--- src/rtl/lab_arith_pkg.sv ---
// rtl/lab_arith_pkg.sv - shared types and constants for the bit-serial arithmetic cells
package lab_arith_pkg;

  // Sequencing states shared by the serial arithmetic tops
  typedef enum logic [1:0] {
    IDLE = 2'd0,
    RUN  = 2'd1,
    FIN  = 2'd2
  } state_t;

  // Operand width used when a top is instantiated without an override
  localparam int unsigned DEFAULT_WIDTH = 8;

endpackage

--- src/rtl/full_subtractor.sv ---
// rtl/full_subtractor.sv - gate-level one-bit full subtractor cell
module full_subtractor (
  output logic d,
  output logic bout,
  input  logic x,
  input  logic y,
  input  logic bin
);

  wire x_n;
  wire xy;
  wire xy_n;
  wire nx_and_y;
  wire eq_and_bin;
  wire d_w;
  wire bout_w;

  // Difference bit: x - y - bin modulo 2 is the three-way parity
  xor u_xor_xy  (xy, x, y);
  xor u_xor_d   (d_w, xy, bin);

  // Borrow out when y exceeds x, or when they are equal and a borrow comes in
  not u_not_x   (x_n, x);
  and u_and_nxy (nx_and_y, x_n, y);
  not u_not_xy  (xy_n, xy);
  and u_and_eqb (eq_and_bin, xy_n, bin);
  or  u_or_bout (bout_w, nx_and_y, eq_and_bin);

  assign d    = d_w;
  assign bout = bout_w;

endmodule

--- src/rtl/serial_subtractor.sv ---
// rtl/serial_subtractor.sv - bit-serial LSB-first subtractor with start/busy/done handshake
module serial_subtractor
  import lab_arith_pkg::*;
#(
  parameter int unsigned WIDTH = DEFAULT_WIDTH
) (
  input  logic             clk,
  input  logic             rst,
  input  logic             start,
  input  logic [WIDTH-1:0] a,
  input  logic [WIDTH-1:0] b,
  output logic             busy,
  output logic             done,
  output logic [WIDTH-1:0] diff,
  output logic             borrow
);

  localparam int unsigned CNT_W = $clog2(WIDTH + 1);
  localparam logic [CNT_W-1:0] LAST_BIT = CNT_W'(WIDTH - 1);

  state_t           state;
  logic [WIDTH-1:0] sa;
  logic [WIDTH-1:0] sb;
  logic [WIDTH-1:0] res;
  logic [CNT_W-1:0] cnt;
  logic             bff;
  logic             d;
  logic             bout;
  logic [WIDTH-1:0] res_next;

  // One shared cell handles every bit position; operands shift past it
  full_subtractor u_cell (
    .d    (d),
    .bout (bout),
    .x    (sa[0]),
    .y    (sb[0]),
    .bin  (bff)
  );

  // New difference bit enters at the top so the LSB lands at bit 0 after WIDTH shifts
  assign res_next = {d, res[WIDTH-1:1]};

  // Sequencer, datapath shift registers and registered handshake/result outputs
  always_ff @(posedge clk) begin
    if (rst) begin
      state  <= IDLE;
      sa     <= '0;
      sb     <= '0;
      res    <= '0;
      cnt    <= '0;
      bff    <= 1'b0;
      busy   <= 1'b0;
      done   <= 1'b0;
      diff   <= '0;
      borrow <= 1'b0;
    end else begin
      case (state)
        IDLE, FIN: begin
          // FIN is the done cycle; a start here overlaps the pulse with the next capture
          done <= 1'b0;
          if (start) begin
            sa    <= a;
            sb    <= b;
            bff   <= 1'b0;
            cnt   <= '0;
            res   <= '0;
            busy  <= 1'b1;
            state <= RUN;
          end else begin
            busy  <= 1'b0;
            state <= IDLE;
          end
        end
        RUN: begin
          // start is deliberately not looked at while bits are in flight
          sa  <= sa >> 1;
          sb  <= sb >> 1;
          res <= res_next;
          bff <= bout;
          cnt <= cnt + CNT_W'(1);
          if (cnt == LAST_BIT) begin
            diff   <= res_next;
            borrow <= bout;
            busy   <= 1'b0;
            done   <= 1'b1;
            state  <= FIN;
          end
        end
        default: begin
          busy  <= 1'b0;
          done  <= 1'b0;
          state <= IDLE;
        end
      endcase
    end
  end

endmodule

--- config.mk ---
export PLATFORM = sky130hd
export DESIGN_NAME = serial_subtractor
export DESIGN_NICKNAME = d
export VERILOG_FILES = /design/src/rtl/lab_arith_pkg.sv /design/src/rtl/full_subtractor.sv /design/src/rtl/serial_subtractor.sv
export SDC_FILE = /design/constraint.sdc
export NUM_CORES = 1
export LEC_CHECK = 0
export CORE_MARGIN = 1
export CORE_UTILIZATION = 50
export CTS_CLUSTER_DIAMETER = 200
export DETAILED_ROUTE_END_ITERATION = 10
export PLACE_DENSITY = 0.77
export SYNTH_ARGS = -nofsm -noshare
export SYNTH_HDL_FRONTEND = slang
export SYNTH_SLANG_ARGS = --single-unit
--- constraint.sdc ---
create_clock -name clk -period 1.3 [get_ports clk]
set_input_delay 0.325 -clock clk [delete_from_list [all_inputs] [get_ports clk]]
set_output_delay 0.325 -clock clk [all_outputs]
set_load 0.01 [all_outputs]
Word-level counts from Yosys, hierarchy flattened
Cells that the tools add are included.

Register bits after elaboration: 42. Input bits: 19. Output and inout bits: 11. Word-level logic and storage cells: 46.

Multiplexer cells: 16. Reductions and logical operators: 6. Bitwise gates (word level): 8. Add/sub/neg operators: 1. Equal/unequal tests: 5.

Operators with widths (number): $pmux W8 S2 (3); $mux W8 (3); $pmux W4 S2 (1); $add A4 B1 Y4 const B (1); $eq A4 B3 Y1 const B (1); $mux W1 (4); $mux W4 (1); $ne A2 B2 Y1 const B (2); $pmux W1 S2 (2); $pmux W2 S2 (1); $reduce_and A2 Y1 (2); $reduce_or A2 Y1 (2); $not A1 Y1 (3); $and A1 B1 Y1 (2); $eq A2 B1 Y1 const B (1); $eq A2 B2 Y1 const B (1); $logic_not A2 Y1 (1); $mux W2 (1); $reduce_bool A2 Y1 (1); $xor A1 B1 Y1 (2); $or A1 B1 Y1 (1).

Logic depth before layout (Yosys ltp)
Word-level depth: 5. Mapped depth: 5. Depth with buffers taken out: 4.

Hierarchy
A second synthesis with hierarchy kept.

Cells, all modules: 184. Area total of the unflattened synthesis: 1730.4 sq um.

Modules (own cells, without submodules): serial_subtractor (cells each 180, sequential area each 800.8 sq um, times used 1, area each 1699.1 sq um); full_subtractor (cells each 4, sequential area each 0.0 sq um, times used 1, area each 31.3 sq um).

Worst setup path before layout
No wires, ideal clock.

Kind: reg-to-reg. Start point: register state[0]. End point: register sa[3]. Cell stages (with the launch flop): 6. Arrival time: 1058 ps. Data required time: 1168 ps. Period minus slack after synthesis: 1190 ps. Setup slack: 110 ps. Cell sequence: dfxtp_1 -> and2b_1 -> buf_4 -> buf_2 -> a22oi_1 -> a21oi_1.

Word-level cells in the longest chain between the ends: 4. Elaborated cells between the ends (all ways): 8. Those cells by class: eq/ne: 3; mux: 1; reduce/logical: 4.

Ends and longest elaborated chain: start: declaration (line serial_subtractor.sv:21) `state_t state;`; start signal: assignment (line serial_subtractor.sv:46) `state <= IDLE;`; start signal: assignment (line serial_subtractor.sv:68) `state <= RUN;`; start signal: assignment (line serial_subtractor.sv:71) `state <= IDLE;`; $eq A2 B2 Y1 / $logic_not A2 Y1 (equally long branches) (line serial_subtractor.sv:57) `case (state)`; $reduce_or A2 Y1 (line serial_subtractor.sv:57); $ne A2 B2 Y1 (no line) / $reduce_bool A2 Y1 (equally long branches); $reduce_and A2 Y1 (no line); end signal: assignment (line serial_subtractor.sv:76) `sa <= sa >> 1;`; end: declaration (line serial_subtractor.sv:22) `logic [WIDTH-1:0] sa;`.

Several ways; a longest one is shown, not always the timed one. A chain may end at the register's enable or synchronous reset.

Worst setup path in the final report
Start point: register diff[7]. End point: output diff[7].

RTL lines: start: declaration (line serial_subtractor.sv:14) `output logic [WIDTH-1:0] diff,`; start signal: assignment (line serial_subtractor.sv:82) `diff <= res_next;`.

No word-level cell between the ends.

==> results.cfg <==
[synth]
yosys.cell_count.top_type = dfxtp_1
syn-instance-count = 184
synth_top_area_share_pct = 49.42
post_synth_main_area_contributors = dfxtp_1, a21oi_1, nand3_1, a22oi_1, buf_2
most_frequent_cells_after_synthesis = dfxtp_1, a21oi_1, nand3_1
synth_area_per_cell_um2 = 8.806
synth.ff_latch_count = 40
netlist-cell-type-count = 27
synthArstFlopShare_pct = 0
synth-main-ff-cell = dfxtp_1
post_syn_area_um2 = 1620
syn-num-nets = 205
area_leader_netlist = dfxtp_1
ys_seq_area_share_pct = 49.42
synth.yosys.warnings = 0
synth_enable_flop_cells = 0

[sta]
fmaxAchievable_ghz = 0.7860
hold_violations = 0
timing.final.setup_violations = 0
finalWorstPathRequiredPeriod_ns = 1.272
setup_total_negative_slack_ns = 0
maxSlewHeadroom_pct = 82.38
worst_pin_slew_ns = 0.2615
post-route-period-util_pct = 97.87
final-max-slew-violation-count = 0
clock_skew_ns = 0.007919

[worst_hold_path]
min_path_type = flop to flop

[final_layout]
area.growth.synth_to_final_pct = 25.33
insertedDiodeCount = 0
layout-drive-gt1-share_pct = 18.52
finalNetCount = 239
finalInstanceArea_um2 = 2031

[clock_tree]
cts_max_path_buffers = 2
postCtsSetupRepairBufs = 0
clock-sinks = 40
cts_root_buffer = clkbuf_4
clock_tree.htree_level_count = 2
cts_buffers = 5
clock_slew_at_reported_path_ffs_ns = 0.10
clock_latency_ns = 0.35
tritoncts = done

[setup_path]
critPathMaxStageDelay_ns = 0.35
worstRegToRegCells = 4
cp_slowest_cell = dfxtp_1
critical_path.startpoint = diff[7]
setup.worst_path.end_class = output port
critical_path_depth_in_cells = 1
r2r-end = cnt[2]
worstPathCellList = clkdlybuf4s15_1
worst_ep_arrival_time_ns = 0.95
cp.buffers_inverters = 1
critPathTopFamily = flip-flops
crit_path_start_kind = flop
worstPathMaxFanout = 2
cp.required_ns = 0.98
worstReg2RegStart = cnt[0]
crit_end = diff[7]
timing_worst_setup_path_type = flop to output port
slack_of_the_worst_reg_to_reg_path_ns = 0.05

[placement]
hpwl_dp_um = 2414
gp_routability_congestion = 0.7988
placedInstanceArea_um2 = 1994
placement.io_buffers = 29

[route]
num_vias = 1493
wl_um = 3500
detail-route-antenna-nets = 0
post_detailed_route_wirelength_per_cell_um = 13.46
drtPass1Iterations = 4
drt-vias-per-instance = 5.742
detail_route.drc_violations = 0
drt_iter0_markers = 97

[die]
floorplan.rows = 20
floorplan.core_area_um2 = 3053
start_util_pct = 53.07
die_area_um2 = 3472
num_io_pins = 30
die_w_um = 58.93
die_h_um = 58.93

[grt]
globalRouteOverflowTotal = 0
grt_usage_pct = 22.08
vias_in_the_first_global_route = 1369
grt_first_pass_wirelength_um = 5644
grt_max_degree = 27
grt_antenna_before_repair = 0

[run_status]
outcome = finished, final reports clean

[power]
max-vdd-ir-drop_mv = 0.7077
power-per-cell-area_nw_per_um2 = 1058
power.leakage_uw = 0.0007195

[job]
max-cap-violations = 0
## per-layer routing
layer	part of all wire [%]	track usage [%]	vias up
met2	52	37.99	46
met5	0	0	-
met4	1.4	15.99	0
met1	41	23.92	716
met3	5.7	4.615	8
li1	-	-	723
## registers in the layout (all words and copies together) (netlist names)
name	count
bff	1
borrow	1
state	2
cnt	4
sa	8
done	1
diff	8
res	7
sb	8
## cells in the final DEF, fill, tap and decap left out, drive strengths merged
cell type	n
buf	16
and2b	1
nand2b	4
mux2	2
fa	1
inv	2
clkdlybuf4s15	5
a311oi	1
a21oi	37
nand4	1
nor2b	1
nand3	34
clkbuf	11
nor2	3
clkdlybuf4s50	18
a22oi	14
ha	1
nor3b	1
a211oi	1
nor3	2
nand2	10
o21ai	8
and3b	1
nand3b	1
dfxtp	40
## power by group
part	leakage, µW	internal (µW)	total, µW	switching [µW]
logic	0.000370	146	309	163
clock network	0.0000230	181	542	361
registers	0.000327	1270	1300	26.3
## per-stage QoR
stage / instances / hold WS (ns) / setup slack (ns) / util [%] / total power [µW]
2_1_floorplan: 184 / 0.4440 / 0.1099 / - / 1506
3_3_place_gp: 255 / 0.4528 / -0.2587 / 65.33 / 1613
3_5_place_dp: 255 / 0.4623 / -0.3539 / 65.33 / 1628
4_1_cts: 260 / 0.4767 / 0.003934 / 66.27 / 2156
5_1_grt: 260 / 0.4983 / -0.001873 / 66.52 / 2245
6_report: 260 / 0.4753 / 0.02771 / 66.52 / 2148
## final cells by class
type / count / area (µm²)
Clock buffer: 5 / 37.54
Inverter: 2 / 7.507
Timing Repair Buffer: 45 / 400.4
Tap cell: 44 / 55.05
Sequential cell: 40 / 805.8
Fill cell: 269 / 1022
Multi-Input combinational cell: 124 / 724.4
## cells by family (layout without fill, tap and decap cells)
| logic type | count (synthesis) | in the layout | synth area share, % |
|---|---|---|---|
| AND/OR/NAND/NOR | 59 | 59 | 18.38 |
| buffers and inverters | 20 | 52 | 6.872 |
| flip-flops | 40 | 40 | 49.42 |
| multiplexers | 2 | 2 | 1.621 |
| AO/OA/AOI/OAI | 61 | 61 | 21.70 |
| adder cells (fa/ha/maj) | 2 | 2 | 2.008 |
## worst min path at each step
stage | start | endpoint | slack [ns] | cells past startpoint
5_1_grt | sa[4] | sa[4] | 0.50 | 2
4_1_cts | sb[4] | sb[4] | 0.48 | 2
3_5_place_dp | sb[4] | sb[4] | 0.46 | 2
3_3_place_gp | bff | bff | 0.45 | 2
6_report | sb[4] | sb[4] | 0.48 | 2
2_1_floorplan | res[1] | diff[0] | 0.44 | 2
## what timing repair did
item	CTS	global route
endpoints found under the setup margin	11	37
hold buffers	0	0
gates resized for setup	15	30
No activity file was read; power rests on OpenSTA's default activity.
